[src/rtl/falu_pkg.sv]
// falu_pkg: shared widths and pipeline entry types for the FP adder close path.
package falu_pkg;
  localparam int SIG_W   = 28;
  localparam int EXP_W   = 8;
  localparam int SHAMT_W = 5;
  typedef struct packed {
    logic [SIG_W-1:0]   sum;
    logic [SHAMT_W-1:0] pred;
    logic [EXP_W-1:0]   expnt;
    logic               sign;
  } lop_t;
  typedef struct packed {
    logic [SIG_W-1:0] mant;
    logic [EXP_W-1:0] expnt;
    logic             sign;
    logic             zero;
    logic             denorm;
  } norm_t;
endpackage

[src/rtl/pa_fadd_norm_shf_s.sv]
// pa_fadd_norm_shf_s: leading-one shift with 1-bit correction and denormal clamp.
module pa_fadd_norm_shf_s
  import falu_pkg::*;
(
  input  logic [SIG_W-1:0]   i_sum,
  input  logic [SHAMT_W-1:0] i_pred,
  input  logic [EXP_W-1:0]   i_expnt,
  input  logic               i_sign,
  output logic [SIG_W-1:0]   o_mant,
  output logic [EXP_W-1:0]   o_expnt,
  output logic               o_sign,
  output logic               o_zero,
  output logic               o_denorm
);
  logic [SHAMT_W-1:0] w_pred;
  logic [SHAMT_W-1:0] w_idx;
  logic [EXP_W-1:0]   w_shamt;
  logic [EXP_W-1:0]   w_shf;
  logic               w_nz;
  logic               w_big;
  always_comb begin
    w_pred   = (i_pred > SHAMT_W'(SIG_W-1)) ? SHAMT_W'(SIG_W-1) : i_pred;
    w_idx    = SHAMT_W'(SIG_W-1) - w_pred;
    // bit landing at the MSB after the coarse shift decides the correction
    w_shamt  = {{(EXP_W-SHAMT_W){1'b0}}, w_pred} + (i_sum[w_idx] ? EXP_W'(0) : EXP_W'(1));
    w_nz     = |i_sum;
    w_big    = i_expnt > w_shamt;
    w_shf    = ~w_nz ? '0 : w_big ? w_shamt : (i_expnt == '0) ? '0 : i_expnt - EXP_W'(1);
    o_mant   = i_sum << w_shf;
    o_expnt  = (w_nz & w_big) ? i_expnt - w_shamt : '0;
    o_sign   = i_sign & w_nz;
    o_zero   = ~w_nz;
    o_denorm = w_nz & ~w_big;
  end
endmodule

[src/rtl/pa_fadd_norm_s2_s.sv]
// pa_fadd_norm_s2_s: two-stage close-path normalizer (capture, shift/correct) with valid/ready flow control.
module pa_fadd_norm_s2_s
  import falu_pkg::*;
(
  input  logic               forever_cpuclk,
  input  logic               cpurst,
  input  logic               norm_flush,
  input  logic               lop_vld,
  output logic               lop_rdy,
  input  logic [SIG_W-1:0]   lop_sum,
  input  logic [SHAMT_W-1:0] lop_ff1_pred,
  input  logic [EXP_W-1:0]   lop_expnt,
  input  logic               lop_sign,
  output logic               norm_vld,
  input  logic               norm_rdy,
  output logic [SIG_W-1:0]   norm_mant,
  output logic [EXP_W-1:0]   norm_expnt,
  output logic               norm_sign,
  output logic               norm_zero,
  output logic               norm_denorm
);
  lop_t             r_s1;
  norm_t            r_s2;
  logic             r_s1_vld;
  logic             r_s2_vld;
  logic             w_s1_ld;
  logic             w_s2_ld;
  logic [SIG_W-1:0] w_mant;
  logic [EXP_W-1:0] w_expnt;
  logic             w_sign;
  logic             w_zero;
  logic             w_denorm;
  always_comb begin
    w_s2_ld = r_s1_vld & (~r_s2_vld | norm_rdy);
    lop_rdy = ~r_s1_vld | w_s2_ld | norm_flush;
    w_s1_ld = lop_vld & lop_rdy & ~norm_flush;
  end
  pa_fadd_norm_shf_s u_shf (
    .i_sum    (r_s1.sum),
    .i_pred   (r_s1.pred),
    .i_expnt  (r_s1.expnt),
    .i_sign   (r_s1.sign),
    .o_mant   (w_mant),
    .o_expnt  (w_expnt),
    .o_sign   (w_sign),
    .o_zero   (w_zero),
    .o_denorm (w_denorm)
  );
  always_ff @(posedge forever_cpuclk) begin
    if (cpurst) begin
      r_s1_vld <= 1'b0;
      r_s2_vld <= 1'b0;
      r_s1     <= '0;
      r_s2     <= '0;
    end else begin
      r_s1_vld <= ~norm_flush & (w_s1_ld | (r_s1_vld & ~w_s2_ld));
      r_s2_vld <= ~norm_flush & (w_s2_ld | (r_s2_vld & ~norm_rdy));
      if (w_s1_ld) r_s1 <= '{sum: lop_sum, pred: lop_ff1_pred, expnt: lop_expnt, sign: lop_sign};
      if (w_s2_ld & ~norm_flush) r_s2 <= '{mant: w_mant, expnt: w_expnt, sign: w_sign, zero: w_zero, denorm: w_denorm};
    end
  end
  always_comb begin
    norm_vld    = r_s2_vld;
    norm_mant   = r_s2.mant;
    norm_expnt  = r_s2.expnt;
    norm_sign   = r_s2.sign;
    norm_zero   = r_s2.zero;
    norm_denorm = r_s2.denorm;
  end
endmodule

[config.mk]
export PLATFORM = sky130hd
export DESIGN_NAME = pa_fadd_norm_s2_s
export DESIGN_NICKNAME = d
export VERILOG_FILES = /design/src/rtl/falu_pkg.sv /design/src/rtl/pa_fadd_norm_shf_s.sv /design/src/rtl/pa_fadd_norm_s2_s.sv
export SDC_FILE = /design/constraint.sdc
export NUM_CORES = 1
export LEC_CHECK = 0
export CORE_AREA = 2 2 89 134
export CTS_CLUSTER_DIAMETER = 60
export DETAILED_ROUTE_END_ITERATION = 16
export DIE_AREA = 0 0 91 136
export HOLD_SLACK_MARGIN = 0.05
export PLACE_DENSITY = 0.76
export SYNTH_ARGS = -nofsm -noshare
export SYNTH_HDL_FRONTEND = slang
export SYNTH_SLANG_ARGS = --single-unit
[constraint.sdc]
create_clock -name forever_cpuclk -period 5.3 [get_ports forever_cpuclk]
set_clock_uncertainty 0.05 [all_clocks]
set_input_delay 1.06 -clock forever_cpuclk [delete_from_list [all_inputs] [get_ports forever_cpuclk]]
set_output_delay 1.06 -clock forever_cpuclk [all_outputs]
set_load 0.05 [all_outputs]
; Word level (Yosys, flattened, before mapping)
; Index checks and enable logic that the tools add are counted.
; Widths: inputs -> output; s select.
[op_classes]
order_cmp = 3
shift = 1
addsub = 4
reduce_logical = 2
n_bitwise = 23
n_mux = 8
[ops]
columns = operator, n
row1 = $mux 8, 4
row2 = $reduce_or 28->1, 1
row3 = $shl 28x8->28, 1
row4 = $and 1x1->1, 11
row5 = $add 5x8->8, 1
row6 = $gt 8x8->1, 1
row7 = $logic_not 8->1, 1
row8 = $sub 8x1->8 const B, 1
row9 = $sub 8x8->8, 1
row10 = $not 1->1, 7
row11 = $lt 5x6->1 const B, 1
row12 = $bmux 1 s5, 1
row13 = $gt 5x5->1 const B, 1
row14 = $mux 5, 1
row15 = $or 1x1->1, 5
row16 = $sub 5x5->5 const A, 1
row17 = $mux 1, 2
[word_totals]
ff_bits = 83

; Longest topological paths before layout
; Gate-level depths: netlist of run 1.
[logic_depth]
word_depth = 11
ltp_mapped = 26
ltp_nobuf = 21

; Modules after synthesis
; From an unflattened synthesis of run 1, not the netlist that was laid out.
[hier_totals]
hier_cells = 759
hier_area_um2 = 6214.7
[by_module_without_submodules]
columns = mod, instances, area_per_inst_um2, cells_per_inst, seq_area_each_um2
row1 = pa_fadd_norm_s2_s, 1, 3490.8, 369, 1661.6
row2 = pa_fadd_norm_shf_s, 1, 2723.9, 390, 0.0

; Least setup slack after synthesis of run 1
; No wires, ideal clock.
[synth_timing]
path_type = reg-to-reg
start = register r_s1[12] (netlist bit)
end = register r_s2 (netlist bit norm_mant[24])
setup_ps = 132
path_slack_ps = -116
stages_incl_launch_ff = 24
arrival_ps = 5234
required_ps = 5118
path_cell_list = dfxtp_1 -> clkbuf_1 -> a31oi_2 -> clkinv_1 -> nand2_1 -> o22ai_1 -> a311oi_1 -> a21oi_1 -> mux4_2 -> ha_1 -> ha_1 -> nand2_1 -> xor2_1 -> ha_1 -> a21o_1 -> or3_1 -> buf_6 -> o211a_1 -> a21oi_4 -> mux2_2 -> mux2_2 -> mux2_2 -> a221oi_2 -> a21oi_1
[synth_between]
elab_chain_cells = 11
[synth_rtl]
columns = item, line_no
row1 = start: declaration, pa_fadd_norm_s2_s.sv:22  ; lop_t r_s1;
row2 = start signal: assignment, pa_fadd_norm_s2_s.sv:58  ; if (w_s1_ld) r_s1 <= '{sum: lop_sum, pred: lop_ff1_pred, expnt: lop_expnt, sign: lop_sign};
row3 = $gt 5x5->1, pa_fadd_norm_shf_s.sv:22  ; w_pred = (i_pred > SHAMT_W'(SIG_W-1)) ? SHAMT_W'(SIG_W-1) : i_pred;
row4 = $mux 5 *, pa_fadd_norm_shf_s.sv:22
row5 = $sub 5x5->5, pa_fadd_norm_shf_s.sv:23  ; w_idx = SHAMT_W'(SIG_W-1) - w_pred;
row6 = $bmux 1 s5, pa_fadd_norm_shf_s.sv:25  ; w_shamt = {{(EXP_W-SHAMT_W){1'b0}}, w_pred} + (i_sum[w_idx] ? EXP_W'(0) : EXP_W'(1));
row7 = $mux 1 (not written as such), pa_fadd_norm_shf_s.sv:25
row8 = $mux 1, pa_fadd_norm_shf_s.sv:25
row9 = $add 5x8->8 *, pa_fadd_norm_shf_s.sv:25
row10 = $gt 8x8->1, pa_fadd_norm_shf_s.sv:27  ; w_big = i_expnt > w_shamt;
row11 = $mux 8 * (2 in series), pa_fadd_norm_shf_s.sv:28  ; w_shf = ~w_nz ? '0 : w_big ? w_shamt : (i_expnt == '0) ? '0 : i_expnt - EXP_W'(1);
row12 = $shl 28x8->28 *, pa_fadd_norm_shf_s.sv:29  ; o_mant = i_sum << w_shf;
row13 = end signal: assignment, pa_fadd_norm_s2_s.sv:59  ; if (w_s2_ld & ~norm_flush) r_s2 <= '{mant: w_mant, expnt: w_expnt, sign: w_sign, zero: w_zero, denorm: w_denor ...
row14 = end: declaration, pa_fadd_norm_s2_s.sv:23  ; norm_t r_s2;
; Every way passes the cells marked *; elsewhere a longest branch is shown, timed or not. The select of a mux whose other input is x is not followed.
; A chain may end at the register's enable or synchronous reset.

; Worst setup path after layout of run 1
[layout_timing]
start = register r_s1[12] (netlist bit)
end = register r_s2 (netlist bit norm_mant[27])
; Same word-level chain as after synthesis.

==> impl_metrics.json, run 1 <==
{
  "status": "completed",
  "cts_tree": "built",
  "wl_per_cell_um": 20.1,
  "ys.warnings.count": 0,
  "syn_nets": 749,
  "cp_common_cell": "o22ai_1",
  "synth.area.top_cells": "dfxtp_1 31%, nand2_1 10%, a21oi_1 6.5%",
  "crit_type": "flop to flop",
  "gp_congestion": 1.03,
  "first_global_vias": 5789,
  "netlist_area_sq_um": 5400,
  "grt_pass1_wl_um": 30000,
  "hold_buffers": 0,
  "portBuffers": 87,
  "core_area_sq_um": 11300,
  "p_leak_nw": 2.74,
  "fin_crit_ps": 5190,
  "seq_area_frac_synth_pct": 30.8,
  "fp.dieH_um": 136,
  "grt_overflow": 0,
  "num_rows": 48,
  "yosys.area.top_type": "dfxtp_1",
  "first_pass_iters": 5,
  "power_density_nw_per_um2": 306,
  "hold_start": "norm_sign$_SDFFE_PP0P_",
  "nets": 876,
  "holdPathStages": 2,
  "drt_iter0_markers": 552,
  "max_stage_delay_ps": 470,
  "fin_ws_ps": 108,
  "clock_latency_ps": 340,
  "r2r_slack_ps": 110,
  "hold_end": "norm_sign$_SDFFE_PP0P_",
  "die-area_sq_um": 12400,
  "viasPerCell": 6.11,
  "arrival_ps": 5370,
  "tightest_slew_ps": 785,
  "finalMaxSlewViolations": 0,
  "max-vdd-ir-drop_uv": 184,
  "start_kind": "flop",
  "antenna_cells": 0,
  "clk_pin_slew_ps": 60,
  "cp-end-kind": "flop",
  "synth_cells": 689,
  "slew_headroom_pct": 47.4,
  "power_mw": 2.21,
  "critPathMaxFanout": 11,
  "cts_buffer_depth": 2,
  "drtAntennaViolNets": 0,
  "final_core_util_pct": 64.0,
  "cts.sinks": 83,
  "crit_slowest_cell": "o211ai_1",
  "crit_required_ps": 5480,
  "fin_crit_sh_pct": 98.0,
  "hold_viol": 0,
  "reg2reg_to": "norm_mant[27]$_SDFFE_PP0P_",
  "fmaxAchievable_ghz": 0.193,
  "synthDominantCellAreaShare_pct": 30.8,
  "reg2reg_depth": 21,
  "setup_tns_ps": 0,
  "grt_usage_pct": 30.7,
  "dpl.hpwl_um": 15200,
  "antenna_found_initial": 0,
  "initial_core_util_pct": 47.8,
  "cts_buffers": 9,
  "maxCapViolations": 0,
  "crit_chain": "a31oi_4, clkinv_2, nand2_4, o22ai_1, a311oi_1, a21oi_1, mux4_2, ha_1, ha_2, inv_1, ha_1, and4_1, nand4_4, o21a_2, o211ai_1, buf_4, mux2i_1, o22ai_1, a22oi_1, o22ai_1, a21o_1",
  "ys_types": 74,
  "n_fill_cell": 1040,
  "synth_edf_count": 0,
  "ys_seq_elements": 83,
  "setup_viol_count_final": 0,
  "final_layout_size_suffix_gt1_share_pct": 17.2,
  "ios": 88,
  "grt_max_degree": 47,
  "postSynthAreaPerCell_sq_um": 7.84,
  "r2r-start": "r_s1[12]$_SDFFE_PP0P_",
  "synthArstFlopShare_pct": 0,
  "route.detailed.drc": 0,
  "ctsRootBufferMaster": "clkbuf_16",
  "vias": 5930,
  "die_w_um": 91,
  "place_ws_ps": -29.4,
  "hold_class": "flop to flop",
  "synth_flop_cell": "dfxtp_1",
  "areaGrowthSynthToFinish_pct": 33.8,
  "totalWireLength_um": 19500,
  "htreeDepth": 3
}
==> critical path: cells and delay by family (launching register included) <==
| kind | cells | cell delay [ps] |
|---|---|---|
| muxes | 2 | 670 |
| AOI/OAI and AO/OA | 10 | 2060 |
| DFF | 1 | 350 |
| and+or+nand+nor | 3 | 550 |
| buffers and inverters | 3 | 500 |
| adders and majority gates | 3 | 890 |
==> state kept, by name, indices dropped and copies added (netlist names) <==
name,cells
r_s1,42
norm_denorm,1
norm_vld,1
norm_zero,1
norm_sign,1
r_s1_vld,1
norm_mant,28
norm_expnt,8
==> metrics by stage <==
stage | instance area (sq um) | hold WS (ps) | std cells
4_1_cts | 7070 | 406 | 964
5_1_grt | 7220 | 424 | 971
6_report | 7220 | 402 | 971
3_3_place_gp | 6720 | 391 | 944
2_1_floorplan | 5410 | 387 | 689
3_5_place_dp | 6720 | 398 | 944
==> what timing repair did <==
action / 4_1_cts / 5_1_grt
pin swaps: 1 / 9
resized for setup: 0 / 25
setup endpoints to repair: 5 / 27
setup buffers: 4 / 7
==> area by class of cell <==
class	instances	area, sq um	share of cell area [%]
tap	150	188	2.60
timing repair buffer	162	1450	20.1
clock buffer	11	233	3.22
inverter	11	42.5	0.589
sequential	83	1670	23.1
clock inverter	5	77.6	1.07
multi-input combinational	549	3570	49.4
==> synthesized netlist by cell type (all sizes together), types with 5 or more instances <==
master and count:
ha 12, buf 17, nor3 10, mux2i 29
inv 10, a31oi 16, o211a 5, nand2 148
mux2 8, a21o 5, mux4 5, clkbuf 29
a21oi 72, nor2b 6, xor2 5, o21ai 16
xnor2 5, a211oi 8, nor4 9, a22o 8
o22ai 14, o211ai 11, dfxtp 83, a22oi 26
nand3 12, nor2 47, nand2b 10
==> how the worst max path moves through the flow <==
| stage | slack [ps] | startpoint | end |
|---|---|---|---|
| 3_5_place_dp | -30 | r_s1[11]$_SDFFE_PP0P_ | norm_mant[25]$_SDFFE_PP0P_ |
| 3_3_place_gp | 90 | r_s1[12]$_SDFFE_PP0P_ | norm_mant[11]$_SDFFE_PP0P_ |
| 5_1_grt | -40 | r_s1[12]$_SDFFE_PP0P_ | norm_mant[25]$_SDFFE_PP0P_ |
| 6_report | 110 | r_s1[12]$_SDFFE_PP0P_ | norm_mant[27]$_SDFFE_PP0P_ |
| 4_1_cts | 3 | r_s1[11]$_SDFFE_PP0P_ | norm_mant[25]$_SDFFE_PP0P_ |
| 2_1_floorplan | 70 | r_s1[12]$_SDFFE_PP0P_ | norm_mant[24]$_SDFFE_PP0P_ |
==> metal layers <==
metal | GRT usage, % | share of wire [%] | vias up
met1 | 33.3 | 37 | 2789
li1 | - | - | 2785
met4 | 19.9 | 6.5 | 0
met3 | 3.44 | 4.7 | 70
met5 | 0 | 0 | -
met2 | 56.3 | 52 | 286
==> report_power, final <==
part	switching, mW	internal (mW)
Clock	0.247	0.411
Combinational	0.497	0.380
Sequential	0.0297	0.646
==> cells by family (layout without fill, tap and decap cells) <==
family | after synthesis | after routing | share of synthesized area, %
AOI/OAI and AO/OA | 218 | 218 | 28.1
xor gates and xnor gates | 10 | 10 | 1.62
adders and majority gates | 13 | 13 | 3.15
buffers and inverters | 57 | 189 | 5.00
DFF | 83 | 83 | 30.8
muxes | 42 | 42 | 9.36
other | 1 | 1 | 0.0694
and+or+nand+nor | 265 | 265 | 21.9
==> cell usage in the layout (no fill, tap or decap), drive strengths merged, types with 5 or more instances in the layout <==
master,n
o211a,5
a22o,8
xor2,5
buf,76
nand3,12
inv,10
mux2,8
o22ai,14
nand2,148
mux2i,29
nor4,9
a211oi,8
nor3,10
o211ai,11
dfxtp,83
ha,12
a31oi,16
clkdlybuf4s50,86
mux4,5
clkbuf,11
nor2,47
a21o,5
nand2b,10
a22oi,26
nor2b,6
xnor2,5
a21oi,72
o21ai,16
(Power assumes the default switching activity.)
==> inputs of run 2 (changes only) <==
--- a/config.mk
+++ b/config.mk
@@ -5,12 +5,14 @@
 export SDC_FILE = /design/constraint.sdc
 export NUM_CORES = 1
 export LEC_CHECK = 0
-export CORE_AREA = 2 2 89 134
+export ABC_AREA = 1
+export CORE_AREA = 3 3 90 135
 export CTS_CLUSTER_DIAMETER = 60
 export DETAILED_ROUTE_END_ITERATION = 16
-export DIE_AREA = 0 0 91 136
+export DIE_AREA = 0 0 93 138
 export HOLD_SLACK_MARGIN = 0.05
 export PLACE_DENSITY = 0.76
+export SETUP_SLACK_MARGIN = 0.1
 export SYNTH_ARGS = -nofsm -noshare
 export SYNTH_HDL_FRONTEND = slang
 export SYNTH_SLANG_ARGS = --single-unit
==> impl_metrics.json, run 2 <==
{
  "synth_edf_count": 0,
  "synthArstFlopShare_pct": 0,
  "antenna_found_initial": 0,
  "fin_crit_ps": 4680,
  "drtAntennaViolNets": 0,
  "fp.dieH_um": 138,
  "crit_type": "flop to flop",
  "clk_pin_slew_ps": 60,
  "die-area_sq_um": 12800,
  "switchingPower_mw": 0.904,
  "hold_class": "flop to flop",
  "power_mw": 2.24,
  "critPathMaxFanout": 55,
  "slew_headroom_pct": 58.4,
  "grt_overflow": 0,
  "setup_viol_count_final": 0,
  "muxShareOfSynthArea_pct": 0,
  "p_int_mw": 1.33,
  "start_kind": "flop",
  "htreeDepth": 3,
  "ys.warnings.count": 0,
  "layout_commonest_cell": "nand3_1",
  "cts_buffers": 9,
  "rsz0062_at_grt": "false",
  "ctsRootBufferMaster": "clkbuf_16",
  "ys_seq_elements": 83,
  "yosys-top-cells-count": "231 x nand3_1, 99 x nand2_1, 97 x nor2_1, 83 x dfxtp_1, 66 x o21ai_0",
  "switching_share_pct": 40.4,
  "synthDominantCellAreaShare_pct": 30.8,
  "dpl.hpwl_um": 11500,
  "endpoint": "norm_mant[21]$_SDFFE_PP0P_",
  "largest_reg_flops": 42,
  "seq_area_frac_synth_pct": 30.8,
  "synth_compound_area_share_pct": 15.0,
  "initial_core_util_pct": 48.8,
  "antenna_cells": 0,
  "grt_pass1_wl_um": 26100,
  "clock_latency_ps": 330,
  "fmaxAchievable_ghz": 0.213,
  "viasPerCell": 5.72,
  "cp-startpoint": "r_s1[12]$_SDFFE_PP0P_",
  "ios": 88,
  "wl_per_cell_um": 15.4,
  "vias": 5928,
  "syn_nets": 884,
  "tightest_slew_ps": 623,
  "first_pass_iters": 6,
  "die_w_um": 93,
  "whs_ps": 412,
  "r2r_slack_ps": 620,
  "grt_usage_pct": 24.7,
  "synthAdderAreaFrac_pct": 3.16,
  "arrival_ps": 4900,
  "setup_tns_ps": 0,
  "reg2reg_to": "norm_mant[21]$_SDFFE_PP0P_",
  "synth_cells": 824,
  "cp-end-kind": "flop",
  "status": "completed",
  "yosys.area.top_type": "dfxtp_1",
  "cts_buffer_depth": 2,
  "route.detailed.drc": 0,
  "synth_flop_cell": "dfxtp_1",
  "final_cell_mix": "231 x nand3_1, 98 x nand2_1, 97 x nor2_1, 87 x clkdlybuf4s50_1, 83 x dfxtp_1",
  "pwr-share-comb_pct": 42.2,
  "synthXorXnorAreaFrac_pct": 1.14,
  "reg2reg_depth": 27,
  "synthSimpleGateAreaFrac_pct": 40.9,
  "gp_congestion": 0.977,
  "r2r-start": "r_s1[12]$_SDFFE_PP0P_",
  "cts_tree": "built",
  "areaGrowthSynthToFinish_pct": 22.2,
  "nets": 945,
  "maxCapViolations": 0,
  "finalMaxSlewViolations": 0,
  "largest_register": "r_s1",
  "first_global_vias": 5304,
  "synth_top_family_by_area": "simple AND/OR/NAND/NOR gates",
  "core_area_sq_um": 11100,
  "max-vdd-ir-drop_uv": 187,
  "num_rows": 47,
  "power_frac_seq_pct": 31.0,
  "portBuffers": 87,
  "fin_crit_sh_pct": 88.4,
  "yosysMostFrequentCell": "nand3_1",
  "hold_start": "norm_expnt[0]$_SDFFE_PP0P_",
  "netlist_area_sq_um": 5390,
  "totalWireLength_um": 15900,
  "power_density_nw_per_um2": 339,
  "synth.area.top_cells": "dfxtp_1 31%, nand3_1 21%, nand2_1 6.9%",
  "hold_viol": 0,
  "ys_types": 45,
  "grt_max_degree": 56,
  "postSynthAreaPerCell_sq_um": 6.54,
  "final_layout_size_suffix_gt1_share_pct": 7.09,
  "power_frac_clock_pct": 26.8,
  "drt_iter0_markers": 610,
  "crit_required_ps": 5520,
  "cts.sinks": 83,
  "p_leak_nw": 2.70
}
-- run 2: stage by stage --
stage | cell area, sq um | instances | utilization, % | setup slack [ps]
floorplan | 5390 | 824 | - | 1270
global placement | 6280 | 1020 | 56.8 | 523
detailed placement | 6280 | 1020 | 56.8 | 445
CTS | 6560 | 1035 | 59.3 | 428
global route | 6590 | 1036 | 59.6 | 99.4
finish | 6590 | 1036 | 59.6 | 616
-- run 2: what timing repair did --
item	CTS	global route
setup buffers	0	0
hold buffers	0	0
endpoints found under the setup margin	0	28
resized for setup	0	6
-- run 2: final cells by class --
| cell class | count | area, sq um |
|---|---|---|
| Clock buffer | 10 | 229 |
| Multi-Input combinational cell | 634 | 3270 |
| Sequential cell | 83 | 1660 |
| Clock inverter | 5 | 55.1 |
| Timing Repair Buffer | 100 | 976 |
| Fill cell | 1153 | 4470 |
| Inverter | 57 | 216 |
| Tap cell | 147 | 184 |
-- run 2: power groups by stage --
stage	clock network (mW)	registers (mW)	logic, mW
6_report	0.599	0.694	0.944
5_1_grt	0.637	0.697	1.05
4_1_cts	0.609	0.692	0.913
3_5_place_dp	0	0.706	0.908
3_3_place_gp	0	0.705	0.908
2_1_floorplan	0	0.728	0.688
-- run 2: metal layers --
metal  share of wire, %  wire length (um)  global-route usage [%]
met1                 40              6430                    32.3
met2                 49              7770                    39.2
met3                6.1               972                    2.93
met5                  0                 0                       0
met4                4.8               759                    13.3
-- run 2: worst min-delay path by stage --
stage	endpoint	cells after the start
2_1_floorplan	norm_sign$_SDFFE_PP0P_	2
3_3_place_gp	norm_sign$_SDFFE_PP0P_	2
3_5_place_dp	norm_mant[6]$_SDFFE_PP0P_	2
4_1_cts	norm_mant[6]$_SDFFE_PP0P_	2
5_1_grt	norm_mant[6]$_SDFFE_PP0P_	2
6_report	norm_expnt[0]$_SDFFE_PP0P_	2
-- run 2: cell families after synthesis --
group           Yosys count
flops                    83
xor+xnor                  7
other cells               1
compound gates          147
fa+ha+maj                13
buf+inv                 108
simple gates            465
-- run 2: critical path, cell delays in order, from the launching register on --
cell and delay (ps):
dfxtp_1 470, nand3_1 160, nand2_1 170, clkinv_1 260, o21ai_0 240, o211ai_1 100, o311ai_0 100, a21oi_1 110
a31oi_1 190, ha_1 280, ha_1 220, fa_1 370, inv_1 90, nand2_1 50, nand2_1 90, nand3_2 90
nand2_2 100, nand2_4 90, nand4_4 100, buf_6 320, nand3_1 180, nand3_1 170, nand2_1 70, nand2_1 150
nand4_1 150, nand2_1 90, inv_1 40, a21oi_1 100
==> inputs of run 3 (changes only) <==
--- a/config.mk
+++ b/config.mk
@@ -6,12 +6,12 @@
 export NUM_CORES = 1
 export LEC_CHECK = 0
 export ABC_AREA = 1
-export CORE_AREA = 3 3 90 135
+export CORE_AREA = 3 3 94 141
 export CTS_CLUSTER_DIAMETER = 60
 export DETAILED_ROUTE_END_ITERATION = 16
-export DIE_AREA = 0 0 93 138
+export DIE_AREA = 0 0 97 144
 export HOLD_SLACK_MARGIN = 0.05
-export PLACE_DENSITY = 0.76
+export PLACE_DENSITY = 0.7
 export SETUP_SLACK_MARGIN = 0.1
 export SYNTH_ARGS = -nofsm -noshare
 export SYNTH_HDL_FRONTEND = slang
==> impl_metrics.json, run 3 (synthesis gave the netlist of run 2 again) <==
{
  "status": "completed",
  "clock_latency_ps": 340,
  "drt-met1-wl_um": 6600,
  "multi_input_area_sq_um": 3270,
  "rsz0062_at_grt": "false",
  "grt_overflow": 0,
  "route.detailed.drc": 0,
  "nets": 945,
  "final_core_util_pct": 55.1,
  "maxCapViolations": 0,
  "initial_core_util_pct": 44.6,
  "fin_crit_sh_pct": 88.1,
  "cp-end-kind": "flop",
  "drtAntennaViolNets": 0,
  "p_leak_nw": 2.72,
  "hold_viol": 0,
  "cts.sinks": 83,
  "cts_setup_buffers": 0,
  "vias": 5866,
  "n_fill_cell": 1234,
  "areaGrowthSynthToFinish_pct": 23.3,
  "slew_headroom_pct": 59.2,
  "final_layout_size_suffix_gt1_share_pct": 7.42,
  "layout_commonest_cell": "nand3_1",
  "num_rows": 49,
  "portBuffers": 87,
  "hold_start": "r_s1[0]$_SDFFE_PP0P_",
  "cp_common_cell": "nand2_1",
  "ctsRootBufferMaster": "clkbuf_16",
  "power_density_nw_per_um2": 352,
  "max-vdd-ir-drop_uv": 183,
  "largest_reg_flops": 42,
  "wl_met2_um": 8010,
  "fmaxAchievable_ghz": 0.214,
  "ios": 88,
  "dp.cells": 1026,
  "holdPathStages": 2,
  "cts_tree": "built",
  "final-seq-area_sq_um": 1660,
  "start_kind": "flop",
  "clk_pin_slew_ps": 60,
  "grt_max_degree": 56,
  "fp.dieH_um": 144,
  "fin_cells": 1042,
  "antenna_cells": 0,
  "place_area_sq_um": 6280,
  "tightest_slew_ps": 610,
  "setup_viol_count_final": 0,
  "final_cell_mix": "231 x nand3_1, 97 x nor2_1, 97 x nand2_1, 87 x clkdlybuf4s50_1, 82 x dfxtp_1",
  "cp-startpoint": "r_s1[13]$_SDFFE_PP0P_",
  "largest_register": "r_s1",
  "power_mw": 2.34,
  "hold_class": "flop to flop",
  "cts_buffers": 9,
  "cts_resized": 0,
  "fin_crit_ps": 4670,
  "die_w_um": 97,
  "route.met3.wl_um": 945,
  "final_area_sq_um": 6650,
  "setup_tns_ps": 0,
  "reg2reg_depth": 28,
  "crit_slowest_cell": "dfxtp_1",
  "gp_congestion": 0.957,
  "r2r-start": "r_s1[13]$_SDFFE_PP0P_",
  "htreeDepth": 3,
  "die-area_sq_um": 14000,
  "max_stage_delay_ps": 450,
  "antenna_found_initial": 0,
  "wl_per_cell_um": 15.4,
  "cts_buffer_depth": 2,
  "first_pass_iters": 5,
  "critPathMaxFanout": 14,
  "grt_usage_pct": 23.0,
  "drt_iter0_markers": 479,
  "totalWireLength_um": 16000,
  "arrival_ps": 4890,
  "crit_required_ps": 5520,
  "finalMaxSlewViolations": 0,
  "dpl.hpwl_um": 11600,
  "hold_buffers": 0,
  "viasPerCell": 5.63,
  "grt_pass1_wl_um": 26800,
  "highest_layer": "met4",
  "crit_type": "flop to flop",
  "first_global_vias": 5352,
  "core_area_sq_um": 12100
}
-- run 3: metal layers --
layer  vias to the layer above  global-route usage (%)
met3                        31                    3.38
met1                      2673                    29.5
met5                         -                       0
met4                         0                    9.54
li1                       2941                       -
met2                       221                    38.8
-- run 3: worst max-delay path, delay by kind of cell (launching register included) --
family | cells | cell delay [ps]
AOI/OAI and AO/OA | 6 | 890
DFF | 1 | 450
and+or+nand+nor | 16 | 2020
adders and majority gates | 3 | 910
buffers and inverters | 3 | 260
-- run 3: final cells by class --
cell class                 count  share of cell area (%)
multi-input combinational    634                    49.2
sequential                    83                    25.0
timing repair buffer         100                    14.7
clock buffer                  10                    3.44
inverter                      57                    3.31
tap                          153                    2.88
clock inverter                 5                    1.54
-- run 3: worst paths after layout --
check | end | slack, ps
worst max-delay path | norm_mant[21]$_SDFFE_PP0P_ | 630
worst min-delay path | norm_sign$_SDFFE_PP0P_ | 410
worst max register to register | norm_mant[21]$_SDFFE_PP0P_ | 630
worst min register to register | norm_sign$_SDFFE_PP0P_ | 410
-- run 3: power by group --
| part | switching [mW] | leakage, nW | internal (mW) |
|---|---|---|---|
| combinational | 0.629 | 1.88 | 0.314 |
| clock | 0.246 | 0.159 | 0.457 |
| sequential | 0.0365 | 0.678 | 0.656 |
| total | 0.911 | 2.72 | 1.43 |
-- run 3: through the flow --
| stage | hold slack (ps) | setup WS [ps] |
|---|---|---|
| floorplan | 386 | 1270 |
| global placement | 392 | 485 |
| detailed placement | 402 | 411 |
| CTS | 411 | 341 |
| global route | 436 | 86.6 |
| finish | 412 | 632 |
